### src/rtl/sdram_line_bridge_pkg.sv
// rtl/sdram_line_bridge_pkg.sv - shared memory-port constants and bridge state type
package sdram_line_bridge_pkg;

    // Cache line size in 32-bit words; the bridge default follows it so both agree.
    localparam int CACHE_LINE_WORDS   = 4;
    localparam int LINE_WORDS_DEFAULT = CACHE_LINE_WORDS;

    // SDRAM controller halfword address width.
    localparam int SDRAM_ADDR_W = 23;

    typedef enum logic [1:0] {
        ST_IDLE,
        ST_ISSUE,
        ST_WAIT,
        ST_FINISH
    } bridge_state_e;

endpackage

### src/rtl/sdram_line_bridge.sv
// rtl/sdram_line_bridge.sv - cache line fill/write-back to 16-bit SDRAM beat sequencer
//
// Purpose: turns one cache-line read or write request into 2*LINE_WORDS halfword
// SDRAM transactions, low half of each word first, and reports completion with a
// single mem_done pulse. Fill data is assembled into line_read.
//
// Ports:
//   clk, rst_l                  clock, asynchronous active-low reset
//   mem_r_en, mem_w_en          line fill / write-back request levels (write wins)
//   mem_addr                    word address [25:2]; bits [25:24] are ignored
//   line_store, line_read       write-back data in, fill data out (word i at [32i+31:32i])
//   mem_ready, mem_done         idle indication, one-cycle completion pulse
//   SDRAM_ready                 controller can accept a strobe
//   SDRAM_as, SDRAM_rw          one-cycle command strobe, 1 = read / 0 = write
//   SDRAM_addr                  halfword address
//   SDRAM_data_write            write halfword
//   SDRAM_data_read, SDRAM_done read halfword and its one-cycle completion pulse
module sdram_line_bridge
    import sdram_line_bridge_pkg::*;
#(
    parameter int LINE_WORDS = LINE_WORDS_DEFAULT
) (
    input  logic                     clk,
    input  logic                     rst_l,
    input  logic                     mem_r_en,
    input  logic                     mem_w_en,
    input  logic [23:0]              mem_addr,
    input  logic [LINE_WORDS*32-1:0] line_store,
    output logic [LINE_WORDS*32-1:0] line_read,
    output logic                     mem_ready,
    output logic                     mem_done,
    input  logic                     SDRAM_ready,
    output logic                     SDRAM_as,
    output logic                     SDRAM_rw,
    output logic [SDRAM_ADDR_W-1:0]  SDRAM_addr,
    output logic [15:0]              SDRAM_data_write,
    input  logic [15:0]              SDRAM_data_read,
    input  logic                     SDRAM_done
);

    localparam int OW = $clog2(LINE_WORDS);   // word-offset bits within a line
    localparam int BW = OW + 1;               // beat counter bits
    localparam int LB = LINE_WORDS * 32;
    localparam logic [BW-1:0] LAST_BEAT = BW'(2 * LINE_WORDS - 1);

    bridge_state_e           state_q, state_d;
    logic [BW-1:0]           beat_q, beat_d;
    logic [21-OW:0]          base_q, base_d;     // line-aligned word address bits [23:2+OW]
    logic                    wr_q, wr_d;
    logic [LB-1:0]           store_q, store_d;
    logic [LB-1:0]           line_q, line_d;
    logic                    as_q, as_d;
    logic [SDRAM_ADDR_W-1:0] addr_q, addr_d;
    logic                    rw_q, rw_d;
    logic [15:0]             wdata_q, wdata_d;
    logic                    load_beat;

    // mem_addr[23:22] are address bits [25:24]; the word offset is replaced by the beat.
    logic unused_addr_bits;
    assign unused_addr_bits = ^{mem_addr[23:22], mem_addr[OW-1:0]};

    always_comb begin
        state_d   = state_q;
        beat_d    = beat_q;
        base_d    = base_q;
        wr_d      = wr_q;
        store_d   = store_q;
        line_d    = line_q;
        as_d      = 1'b0;
        addr_d    = addr_q;
        rw_d      = rw_q;
        wdata_d   = wdata_q;
        load_beat = 1'b0;

        // The strobe is registered: the decision to fire in the next ISSUE cycle is
        // taken from SDRAM_ready at the edge that enters (or stays in) ISSUE.
        unique case (state_q)
            ST_IDLE: begin
                if (mem_w_en || mem_r_en) begin
                    wr_d      = mem_w_en;
                    base_d    = mem_addr[21:OW];
                    store_d   = line_store;
                    beat_d    = '0;
                    state_d   = ST_ISSUE;
                    as_d      = SDRAM_ready;
                    load_beat = 1'b1;
                end
            end
            ST_ISSUE: begin
                if (as_q) begin
                    state_d = ST_WAIT;
                end else begin
                    as_d = SDRAM_ready;
                end
            end
            ST_WAIT: begin
                if (SDRAM_done) begin
                    if (!wr_q) begin
                        line_d[{beat_q, 4'b0000} +: 16] = SDRAM_data_read;
                    end
                    if (beat_q == LAST_BEAT) begin
                        state_d = ST_FINISH;
                    end else begin
                        beat_d    = beat_q + 1'b1;
                        state_d   = ST_ISSUE;
                        as_d      = SDRAM_ready;
                        load_beat = 1'b1;
                    end
                end
            end
            ST_FINISH: begin
                state_d = ST_IDLE;
            end
            default: begin
                state_d = ST_IDLE;
            end
        endcase

        // Beat b addresses halfword {word, b[0]}; with an aligned base the word is
        // simply the base with the beat's upper bits as offset.
        if (load_beat) begin
            addr_d  = {base_d, beat_d};
            rw_d    = ~wr_d;
            wdata_d = store_d[{beat_d, 4'b0000} +: 16];
        end
    end

    always_ff @(posedge clk or negedge rst_l) begin
        if (!rst_l) begin
            state_q <= ST_IDLE;
            beat_q  <= '0;
            base_q  <= '0;
            wr_q    <= 1'b0;
            store_q <= '0;
            line_q  <= '0;
            as_q    <= 1'b0;
            addr_q  <= '0;
            rw_q    <= 1'b1;
            wdata_q <= '0;
        end else begin
            state_q <= state_d;
            beat_q  <= beat_d;
            base_q  <= base_d;
            wr_q    <= wr_d;
            store_q <= store_d;
            line_q  <= line_d;
            as_q    <= as_d;
            addr_q  <= addr_d;
            rw_q    <= rw_d;
            wdata_q <= wdata_d;
        end
    end

    assign mem_ready        = (state_q == ST_IDLE);
    assign mem_done         = (state_q == ST_FINISH);
    assign line_read        = line_q;
    assign SDRAM_as         = as_q;
    assign SDRAM_rw         = rw_q;
    assign SDRAM_addr       = addr_q;
    assign SDRAM_data_write = wdata_q;

endmodule

### config.mk
export PLATFORM = sky130hd
export DESIGN_NAME = sdram_line_bridge
export DESIGN_NICKNAME = d
export VERILOG_FILES = /design/src/rtl/sdram_line_bridge_pkg.sv /design/src/rtl/sdram_line_bridge.sv
export SDC_FILE = /design/constraint.sdc
export NUM_CORES = 1
export LEC_CHECK = 0
export BUFFER_PORTS_ARGS = -buffer_cell sky130_fd_sc_hd__clkbuf_2
export CAP_MARGIN = 0
export CELL_PAD_IN_SITES_DETAIL_PLACEMENT = 1
export CELL_PAD_IN_SITES_GLOBAL_PLACEMENT = 1
export CORE_MARGIN = 5
export CORE_UTILIZATION = 44
export CTS_CLUSTER_DIAMETER = 80
export DETAILED_ROUTE_END_ITERATION = 6
export PLACE_DENSITY_LB_ADDON = 0.1
export SLEW_MARGIN = 15
export SYNTH_ARGS = -nofsm -noshare
export SYNTH_HDL_FRONTEND = slang
export SYNTH_SLANG_ARGS = --single-unit
### constraint.sdc
create_clock -name clk -period 6.5 [get_ports clk]
set_input_delay 0.325 -clock clk [delete_from_list [all_inputs] [get_ports clk]]
set_output_delay 0.325 -clock clk [all_outputs]
set_load 0.01 [all_outputs]
**Yosys cells after proc, flatten, opt, wreduce, memory -nomap -nowiden**

Cells that the tools add are included.
W data, S select, Z words.

- Add/subtract/negate cells: 2
- Shift-type cells: 3
- Bitwise logic cells: 2
- Equal/unequal tests: 7
- Reductions and logical operators: 4
- Multiplexer cells: 25

Operators with widths:

| kind | count |
|---|---|
| $mux W128 | 2 |
| $bwmux W128 | 1 |
| $shift A16 B9 Y128 const A | 1 |
| $shiftx A128 B8 Y16 | 1 |
| $shiftx A16 B9 Y128 | 1 |
| $mux W20 | 2 |
| $mux W1 | 9 |
| $mux W3 | 3 |
| $neg A7 Y9 | 1 |
| $mux W2 | 4 |
| $pmux W2 S4 | 1 |
| $pmux W3 S2 | 1 |
| $reduce_and A3 Y1 | 2 |
| $eq A2 B2 Y1 const B | 2 |
| $ne A2 B2 Y1 const B | 2 |
| $add A3 B1 Y3 const B | 1 |
| $eq A3 B3 Y1 const B | 1 |
| $pmux W1 S3 | 1 |
| $eq A2 B1 Y1 const B | 1 |
| $logic_not A2 Y1 | 1 |
| $ne A2 B1 Y1 const B | 1 |
| $not A1 Y1 | 2 |
| $pmux W1 S2 | 1 |
| $logic_or A1 B1 Y1 | 1 |

- Flip-flop bits (word level): 323
- Logic and storage cells: 53

**Longest topological paths before layout**

Gate-level depths: netlist of run 1.

- Word-level depth: 5
- Mapped depth: 10
- Mapped depth without buffers: 7

**Worst setup path after synthesis of run 1**

OpenSTA, ideal clock, no wires.

- Kind: register -> register
- From: register beat_q[0]
- To: register wdata_q[4], in the netlist SDRAM_data_write[4]
- Period minus slack after synthesis: 2.472 ns
- Setup slack: 4.028 ns
- Setup time: 0.144 ns
- Cell stages (with the launch flop): 10
- Arrival: 2.327 ns
- Cells stage by stage: dfrtp_1 > clkbuf_1 > inv_1 > ha_1 > and4_1 > a21oi_4 > buf_6 > mux2_4 > a221oi_1 > o221ai_1

- Cells in the longest elaborated chain, start to end: 5

Ends and longest elaborated chain:

| item | line | source |
|---|---|---|
| start, declared | sdram_line_bridge.sv:47 | `logic [BW-1:0] beat_q, beat_d;` |
| start signal, assigned | sdram_line_bridge.sv:142 | `beat_q <= beat_d;` |
| $add A3 B1 Y3 or $eq A3 B3 Y1 (tied branches) | sdram_line_bridge.sv:104, sdram_line_bridge.sv:101 |  |
| $mux W3 | sdram_line_bridge.sv:101 | `if (beat_q == LAST_BEAT) begin` |
| $mux W3 | sdram_line_bridge.sv:97 | `if (SDRAM_done) begin` |
| $pmux W3 S2 | sdram_line_bridge.sv:77 | `unique case (state_q)` |
| $shiftx A128 B8 Y16 | sdram_line_bridge.sv:124 | `wdata_d = store_d[{beat_d, 4'b0000} +: 16];` |
| end signal, assigned | sdram_line_bridge.sv:150 | `wdata_q <= wdata_d;` |
| end, declared | sdram_line_bridge.sv:55 | `logic [15:0] wdata_q, wdata_d;` |

Parallel ways exist; a longest one is shown, timed or not.
A chain may end at the register's enable or synchronous reset.

**Worst setup path after layout of run 1**

- From: register state_q[1]
- To: register wdata_q[5], in the netlist SDRAM_data_write[5]

- Cells in the longest elaborated chain, start to end: 3

Ends and longest elaborated chain:

| item | line | source |
|---|---|---|
| start, declared | sdram_line_bridge.sv:46 | `bridge_state_e state_q, state_d;` |
| start signal, assigned | sdram_line_bridge.sv:141 | `state_q <= state_d;` |
| $eq A2 B2 Y1 or $logic_not A2 Y1 (tied branches) | sdram_line_bridge.sv:77 |  |
| $pmux W3 S2 or $mux W128 (tied branches) | sdram_line_bridge.sv:77 |  |
| $shiftx A128 B8 Y16 | sdram_line_bridge.sv:124 |  |

Parallel ways exist; a longest one is shown, timed or not.

==> metrics.txt, run 1 <==
# TYPE chip_impl_metric gauge
chip_impl_metric{name="grt.overflow.total",unit=""} 0
chip_impl_metric{name="place.gp.congestion",unit=""} 0.764
chip_impl_info{name="tritoncts",value="done"} 1
chip_impl_metric{name="mappedNetlistArea",unit="sq mm"} 0.0132
chip_impl_metric{name="fp.dieW",unit="microns"} 183
chip_impl_metric{name="utilization_after_layout",unit="%"} 55.4
chip_impl_metric{name="final-max-slew-violation-count",unit=""} 0
chip_impl_info{name="main_combinational_cell_family_by_area_after_synthesis",value="multiplexers"} 1
chip_impl_metric{name="drive_gt1_share",unit="%"} 36.8
chip_impl_metric{name="timing_worst_slew_pin_value",unit="ns"} 1.17
chip_impl_info{name="setup.worst_path.end_class",value="flip-flop"} 1
chip_impl_metric{name="fin_skew",unit="ns"} 0.00886
chip_impl_info{name="timing.critical_path.cells",value="nor2_4, nand2_8, nand2_1, o221a_2, a221oi_1, o221ai_1"} 1
chip_impl_metric{name="finalSetupTns",unit="ns"} 0
chip_impl_metric{name="crit_arrival",unit="ns"} 3.61
chip_impl_metric{name="post_cts_resized",unit=""} 0
chip_impl_metric{name="initial_utilization",unit="%"} 44.7
chip_impl_metric{name="critical_path_peak_fanout",unit=""} 150
chip_impl_metric{name="grtUsageTotal",unit="%"} 22.9
chip_impl_metric{name="post_synth_adder_cell_area",unit="%"} 0.473
chip_impl_metric{name="fillers",unit=""} 3262
chip_impl_metric{name="synth_enable_flop_cells",unit=""} 0
chip_impl_info{name="hold_path.class",value="primary input to flip-flop"} 1
chip_impl_metric{name="hold_path_depth",unit=""} 3
chip_impl_metric{name="placement.io_buffers",unit=""} 340
chip_impl_metric{name="grt_first_pass_wirelength",unit="microns"} 61000
chip_impl_metric{name="drc_errors",unit=""} 0
chip_impl_info{name="r2r_start",value="state_q[1]"} 1
chip_impl_metric{name="max_freq",unit="MHz"} 308
chip_impl_metric{name="final-setup-viol-count",unit=""} 0
chip_impl_info{name="unrepaired_setup_endpoints_after_global_routing",value="no"} 1
chip_impl_info{name="critical-path-top-delay-family",value="simple AND/OR/NAND/NOR gates"} 1
chip_impl_metric{name="dr.first_iter.drc_count",unit=""} 453
chip_impl_metric{name="synthesis.instances",unit=""} 1138
chip_impl_metric{name="synthMuxAreaShare",unit="%"} 17.5
chip_impl_metric{name="synth_compound_area_share",unit="%"} 6.57
chip_impl_metric{name="vias_per_cell",unit=""} 5.12
chip_impl_metric{name="critical_path_buf_inv_count",unit=""} 0
chip_impl_metric{name="number_of_vias_in_the_routed_layout",unit=""} 9638
chip_impl_info{name="min-delay-start",value="line_store[67]"} 1
chip_impl_metric{name="total_area_of_multi_input_combinational_cells",unit="sq mm"} 0.00491
chip_impl_metric{name="fin_crit",unit="ns"} 3.25
chip_impl_metric{name="maxCapViolCount",unit=""} 0
chip_impl_metric{name="postSynthRegisterBits",unit=""} 323
chip_impl_metric{name="postRouteWirelength",unit="microns"} 38800
chip_impl_metric{name="timing.final.hold_violations",unit=""} 0
chip_impl_metric{name="ios",unit=""} 345
chip_impl_info{name="ys.flop_type",value="dfrtp_1"} 1
chip_impl_info{name="path_class",value="flip-flop to flip-flop"} 1
chip_impl_metric{name="initial_antenna_violation_count",unit=""} 3
chip_impl_info{name="run_status",value="completed"} 1
chip_impl_metric{name="cts_num_sinks",unit=""} 323
chip_impl_info{name="ctsRootBufferMaster",value="clkbuf_16"} 1
chip_impl_metric{name="worst-r2r-cell-count",unit=""} 6
chip_impl_metric{name="ctsHtreeMaxLevel",unit=""} 2
chip_impl_metric{name="cts_made_buffers",unit=""} 36
chip_impl_metric{name="nets_final",unit=""} 1645
chip_impl_metric{name="leakage",unit="nW"} 8.20
chip_impl_info{name="crit_path_start_kind",value="flip-flop"} 1
chip_impl_metric{name="synth.net_count",unit=""} 1317
chip_impl_metric{name="avgSynthCellArea",unit="sq um"} 11.6
chip_impl_metric{name="yosysSeqAreaShare",unit="%"} 61.1
chip_impl_metric{name="postRouteAntennaNets",unit=""} 0
chip_impl_info{name="critical_path.reg2reg.endpoint",value="SDRAM_data_write[5]"} 1
chip_impl_metric{name="fin_crit_sh",unit="%"} 50.0
chip_impl_metric{name="area_delta_synth_final",unit="%"} 24.1
chip_impl_metric{name="fp-row-count",unit=""} 63
chip_impl_metric{name="synth_simple_gate_area_share",unit="%"} 12.3
chip_impl_metric{name="clk_latency",unit="ns"} 0.50
chip_impl_metric{name="xor_xnor_portion_of_the_synthesized_cell_area",unit="%"} 0.0662
chip_impl_metric{name="reg2reg_setup_slack",unit="ns"} 3.25
chip_impl_metric{name="timing.critical_path.slowest_cell_delay",unit="ns"} 0.86
chip_impl_metric{name="detailedRoute.firstPassIterationCount",unit=""} 4
chip_impl_metric{name="core_area",unit="sq mm"} 0.0296
chip_impl_metric{name="fp.dieArea",unit="sq mm"} 0.0336
chip_impl_metric{name="dpl.hpwl",unit="microns"} 27700
chip_impl_metric{name="largest_net_degree_at_the_start_of_global_routing",unit=""} 151
chip_impl_metric{name="yosys_warnings",unit=""} 0
chip_impl_metric{name="wl_per_cell",unit="microns"} 20.6
chip_impl_metric{name="grt_pass1_vias",unit=""} 10700
chip_impl_info{name="slowest_stage",value="nand2_1"} 1
chip_impl_info{name="min_delay_worst_endpoint",value="store_q[67]"} 1
chip_impl_metric{name="clk_pin_slew_worst_paths",unit="ns"} 0.06
chip_impl_metric{name="vdd_ir_drop_max",unit="uV"} 256
chip_impl_metric{name="crit_required",unit="ns"} 6.86
chip_impl_metric{name="cellPowerDensity",unit="mW/mm^2"} 445
chip_impl_metric{name="die_h",unit="microns"} 183
chip_impl_metric{name="regArea",unit="sq mm"} 0.00808
chip_impl_metric{name="clock_path_buffers",unit=""} 3
chip_impl_metric{name="postSynth.asyncResetShare",unit="%"} 100
chip_impl_metric{name="post_synth_num_cell_types",unit=""} 48
chip_impl_metric{name="worst_slew_margin_rel",unit="%"} 21.8
==> placed cells by master, fill, tap and decap left out, drive strengths merged, types with 8 or more instances in the layout <==
cell,n
nor3,8
and2,8
o21ai,99
a2bb2oi,11
nand3,11
dfrtp,322
buf,9
mux2,184
mux2i,23
a22oi,13
nand2,345
clkbuf,392
==> final cells by class <==
class	instances	share of cell area (%)
antenna	2	0.0305
clock buffer	53	6.37
tap	390	2.97
clock inverter	8	0.564
timing repair buffer	349	10.8
inverter	5	0.114
multi-input combinational	751	29.9
sequential	323	49.2
==> worst min-delay path: stages <==
cell and delay [ns]:
clkbuf_2 0.07, nand2_1 0.04, nand2_1 0.06
==> metrics by stage <==
stage | hold slack, ns | setup slack, ns | total power [mW] | instances | cell area [sq um]
2_1_floorplan | 0.0294 | 4.03 | 4.57 | 1138 | 13200
3_3_place_gp | 0.454 | 2.89 | 5.26 | 1817 | 15300
3_5_place_dp | 0.457 | 2.85 | 5.38 | 1817 | 15300
4_1_cts | 0.0150 | 3.06 | 7.41 | 1879 | 16400
5_1_grt | 0.0334 | 2.82 | 7.77 | 1880 | 16400
6_report | 0.0379 | 3.25 | 7.31 | 1881 | 16400
==> worst max-delay path by stage <==
stage	end	cells after the start	slack, ns	startpoint
after floorplan	SDRAM_data_write[4]	9	4.03	beat_q[0]
after global placement	SDRAM_data_write[4]	7	2.89	mem_r_en
after detailed placement	SDRAM_data_write[5]	7	2.85	mem_r_en
after CTS	SDRAM_data_write[5]	6	3.06	state_q[1]
after global routing	SDRAM_data_write[4]	6	2.82	state_q[0]
final	SDRAM_data_write[5]	6	3.25	state_q[1]
==> routing by layer <==
metal  up-vias  GRT usage [%]  part of all wire [%]
met2       250           39.1                    50
li1       4517              -                     -
met1      4811           29.5                    41
met5         -              0                 0.054
met4         4           6.02                   2.2
met3        56           5.56                   7.3
==> flip-flops by register name, indices dropped and copies added, names as in the netlist <==
| name | count |
|---|---|
| line_read | 128 |
| store_q | 128 |
| SDRAM_addr | 23 |
| base_q | 20 |
| SDRAM_data_write | 16 |
| beat_q | 3 |
| state_q | 2 |
| SDRAM_as | 1 |
| SDRAM_rw | 1 |
| wr_q | 1 |
==> timing repair <==
action | in CTS | in global routing
endpoints found under the hold margin | 90 | 0
buffers inserted | 0 | 0
hold buffers | 1 | 0
==> cell usage after synthesis (all sizes together) (2+ instances only) <==
| master | n | area share (%) |
|---|---|---|
| nand2 | 345 | 9.8 |
| dfrtp | 322 | 61 |
| mux2 | 184 | 16 |
| o21ai | 99 | 3.7 |
| clkbuf | 37 | 1.0 |
| mux2i | 23 | 1.7 |
| buf | 22 | 0.89 |
| a22oi | 13 | 0.84 |
| a2bb2oi | 11 | 0.73 |
| nand3 | 11 | 0.42 |
| and2 | 8 | 0.38 |
| nor3 | 8 | 0.30 |
| ha | 5 | 0.47 |
| inv | 5 | 0.14 |
| nand2b | 5 | 0.24 |
| a221oi | 4 | 0.26 |
| nor2 | 4 | 0.17 |
| o221ai | 4 | 0.26 |
| nor2b | 3 | 0.14 |
| nor3b | 3 | 0.17 |
| a21o | 2 | 0.11 |
| a21oi | 2 | 0.16 |
| nand4b | 2 | 0.13 |
| o22ai | 2 | 0.14 |
| or2 | 2 | 0.095 |
==> cell families (layout without fill, tap and decap cells) <==
family                   Yosys count  count (layout)
AO/OA/AOI/OAI                    142             142
XOR/XNOR                           1               1
adder cells (fa/ha/maj)            5               5
buffers and inverters             64             415
flip-flops                       323             323
multiplexers                     207             207
other                              0               2
AND/OR/NAND/NOR                  396             396
==> report_power, final <==
group	switching [mW]	total (mW)	internal, mW	leakage, nW
Combinational	1.35	2.45	1.10	3.52
Clock	0.792	1.98	1.19	0.559
Sequential	0.227	2.88	2.65	4.12
No activity file was read; power rests on OpenSTA's default activity.
==> run 2, diff against run 1 <==
CORE_UTILIZATION = 37   (was 44)
clock period = 2.7 ns   (was 6.5 ns; I/O delays follow)
==> run 2 against run 1 <==
Net effect: clock skew grew 0.0012 ns; die area grew 18%; via count grew 9.0%; flip-flop and latch count is the same; maximum frequency grew 29%; clock power grew to 2.6 times the previous value; cell count grew 15%; wire length grew 13%; sequential power grew 140%; combinational power grew to 2.6 times the previous value; highest routed layer is now met4.
==> metrics.txt, run 2 (synthesis gave the netlist of run 1 again) <==
# TYPE chip_impl_metric gauge
chip_impl_info{name="run_status",value="completed"} 1
chip_impl_metric{name="cts_made_buffers",unit=""} 37
chip_impl_metric{name="placedInstanceArea",unit="sq mm"} 0.0157
chip_impl_info{name="crit_start",value="beat_q[1]"} 1
chip_impl_metric{name="vdd_ir_drop_max",unit="uV"} 563
chip_impl_metric{name="nets_final",unit=""} 1845
chip_impl_metric{name="wl_per_cell",unit="microns"} 20.4
chip_impl_info{name="mostFrequentLayoutCells",value="343 x nand2_1, 339 x clkbuf_2, 322 x dfrtp_1"} 1
chip_impl_info{name="tritoncts",value="done"} 1
chip_impl_info{name="critical_path.reg2reg.endpoint",value="SDRAM_data_write[1]"} 1
chip_impl_metric{name="fin_crit",unit="ns"} 2.52
chip_impl_metric{name="dpl.hpwl",unit="microns"} 30400
chip_impl_metric{name="design_area",unit="sq mm"} 0.0186
chip_impl_metric{name="vias_per_cell",unit=""} 4.87
chip_impl_metric{name="clk_latency",unit="ns"} 0.52
chip_impl_metric{name="grt_first_pass_wirelength",unit="microns"} 68000
chip_impl_metric{name="postRouteWirelength",unit="microns"} 44000
chip_impl_metric{name="place.gp.congestion",unit=""} 0.786
chip_impl_metric{name="critical_path_buf_inv_count",unit=""} 1
chip_impl_info{name="setup.worst_path.end_class",value="flip-flop"} 1
chip_impl_info{name="path_class",value="flip-flop to flip-flop"} 1
chip_impl_info{name="hold_path.class",value="primary input to flip-flop"} 1
chip_impl_metric{name="timing.final.hold_violations",unit=""} 0
chip_impl_metric{name="detailedPlace.worstSlack",unit="ns"} 0.122
chip_impl_metric{name="fp-row-count",unit=""} 69
chip_impl_metric{name="leakage",unit="nW"} 9.16
chip_impl_metric{name="initial_antenna_violation_count",unit=""} 2
chip_impl_metric{name="grtUsageTotal",unit="%"} 22.0
chip_impl_info{name="unrepaired_setup_endpoints_after_global_routing",value="no"} 1
chip_impl_metric{name="grt_pass1_vias",unit=""} 11700
chip_impl_info{name="ctsRootBufferMaster",value="clkbuf_16"} 1
chip_impl_metric{name="hold_path_depth",unit=""} 2
chip_impl_info{name="slowest_stage",value="dfrtp_1"} 1
chip_impl_metric{name="crit_arrival",unit="ns"} 2.88
chip_impl_info{name="crit_path_start_kind",value="flip-flop"} 1
chip_impl_metric{name="utilization_after_layout",unit="%"} 52.5
chip_impl_metric{name="timing_worst_slew_pin_value",unit="ns"} 0.841
chip_impl_metric{name="final-max-slew-violation-count",unit=""} 0
chip_impl_metric{name="drc_errors",unit=""} 0
chip_impl_info{name="mostFrequentLayoutCell",value="nand2_1"} 1
chip_impl_metric{name="number_of_vias_in_the_routed_layout",unit=""} 10500
chip_impl_metric{name="area_delta_synth_final",unit="%"} 40.8
chip_impl_metric{name="maxCapViolCount",unit=""} 0
chip_impl_metric{name="timing.critical_path.slowest_cell_delay",unit="ns"} 0.46
chip_impl_metric{name="fp.dieArea",unit="sq mm"} 0.0397
chip_impl_metric{name="postRouteAntennaNets",unit=""} 0
chip_impl_metric{name="worst_hold_margin",unit="ns"} 0.0137
chip_impl_metric{name="final_critical_path_setup_slack",unit="ns"} 0.185
chip_impl_metric{name="largest_net_degree_at_the_start_of_global_routing",unit=""} 83
chip_impl_metric{name="placement.io_buffers",unit=""} 340
chip_impl_metric{name="max_freq",unit="MHz"} 398
chip_impl_metric{name="grt.overflow.total",unit=""} 0
chip_impl_metric{name="critical_path_peak_fanout",unit=""} 15
chip_impl_metric{name="fin_skew",unit="ns"} 0.0100
chip_impl_metric{name="cts_num_sinks",unit=""} 323
chip_impl_metric{name="ios",unit=""} 345
chip_impl_info{name="r2r_start",value="beat_q[1]"} 1
chip_impl_metric{name="fp.dieW",unit="microns"} 199
chip_impl_metric{name="finalSetupTns",unit="ns"} 0
chip_impl_metric{name="reg2reg_setup_slack",unit="ns"} 0.18
chip_impl_metric{name="clk_pin_slew_worst_paths",unit="ns"} 0.06
chip_impl_metric{name="initial_utilization",unit="%"} 37.3
chip_impl_metric{name="final-setup-viol-count",unit=""} 0
chip_impl_metric{name="cellPowerDensity",unit="mW/mm^2"} 994
chip_impl_metric{name="dp.cells",unit=""} 1922
chip_impl_info{name="timing.critical_path.cells",value="ha_1, nand2_1, and4_1, a21oi_4, buf_12, mux2_2, a221oi_1, o221ai_1"} 1
chip_impl_metric{name="worst_slew_margin_rel",unit="%"} 43.6
chip_impl_metric{name="drive_gt1_share",unit="%"} 35.1
chip_impl_metric{name="clock_path_buffers",unit=""} 3
chip_impl_info{name="worstSetupEndpoint",value="SDRAM_data_write[1]"} 1
chip_impl_metric{name="detailedRoute.firstPassIterationCount",unit=""} 4
chip_impl_metric{name="finish.cell_count_without_fillers",unit=""} 2156
chip_impl_metric{name="ctsHtreeMaxLevel",unit=""} 2
chip_impl_metric{name="crit_required",unit="ns"} 3.07
chip_impl_metric{name="dr.first_iter.drc_count",unit=""} 374
chip_impl_metric{name="post-layout-total-power",unit="mW"} 18.5
chip_impl_metric{name="worst-r2r-cell-count",unit=""} 8
chip_impl_metric{name="path_depth",unit=""} 8
chip_impl_metric{name="die_h",unit="microns"} 199
chip_impl_metric{name="core_area",unit="sq mm"} 0.0355
chip_impl_info{name="critical-path-top-delay-family",value="compound AO/OA/AOI/OAI gates"} 1
chip_impl_metric{name="fin_crit_sh",unit="%"} 93.2
run 2: worst reg2reg max path: stages, from the launching register on:
cell and delay, ns:
dfrtp_1 0.46, ha_1 0.21, nand2_1 0.19, and4_1 0.32, a21oi_4 0.20, buf_12 0.19
mux2_2 0.35, a221oi_1 0.31, o221ai_1 0.16
run 2: how the worst min path moves through the flow:
stage                             startpoint             end
after floorplan                        rst_l   SDRAM_addr[0]
after global placement                 rst_l   line_read[73]
after detailed placement               rst_l   line_read[73]
after CTS                 SDRAM_data_read[2]   line_read[82]
after global routing      SDRAM_data_read[5]  line_read[101]
final                     SDRAM_data_read[2]   line_read[66]
run 2: what timing repair did:
item	4_1_cts	5_1_grt
setup buffers	0	0
setup endpoints to repair	0	2
hold buffers	166	0
gates resized for setup	0	2
endpoints found under the hold margin	312	0
run 2: report_power, final:
| part | total (mW) | switching [mW] | internal (mW) |
|---|---|---|---|
| combinational | 6.33 | 3.41 | 2.92 |
| clock | 5.22 | 2.00 | 3.22 |
| sequential | 6.98 | 0.593 | 6.38 |
| total | 18.5 | 6.00 | 12.5 |
run 2: routing by layer:
layer | GRT usage [%] | wire length (microns) | vias up
li1 | - | - | 4927
met1 | 28.9 | 18900 | 5224
met2 | 37.3 | 21500 | 275
met3 | 3.74 | 2220 | 82
met4 | 6.97 | 1350 | 0
met5 | 0 | 0 | -
run 2: final cells by class:
cell class	count	area (sq um)
fillers	3865	16800
flip-flops and latches	323	8080
multi-input cells	751	4910
repair buffers	548	3750
clock buffers	54	1140
well taps	461	577
clock inverters	12	139
inverters	5	18.8
diodes	2	5.00
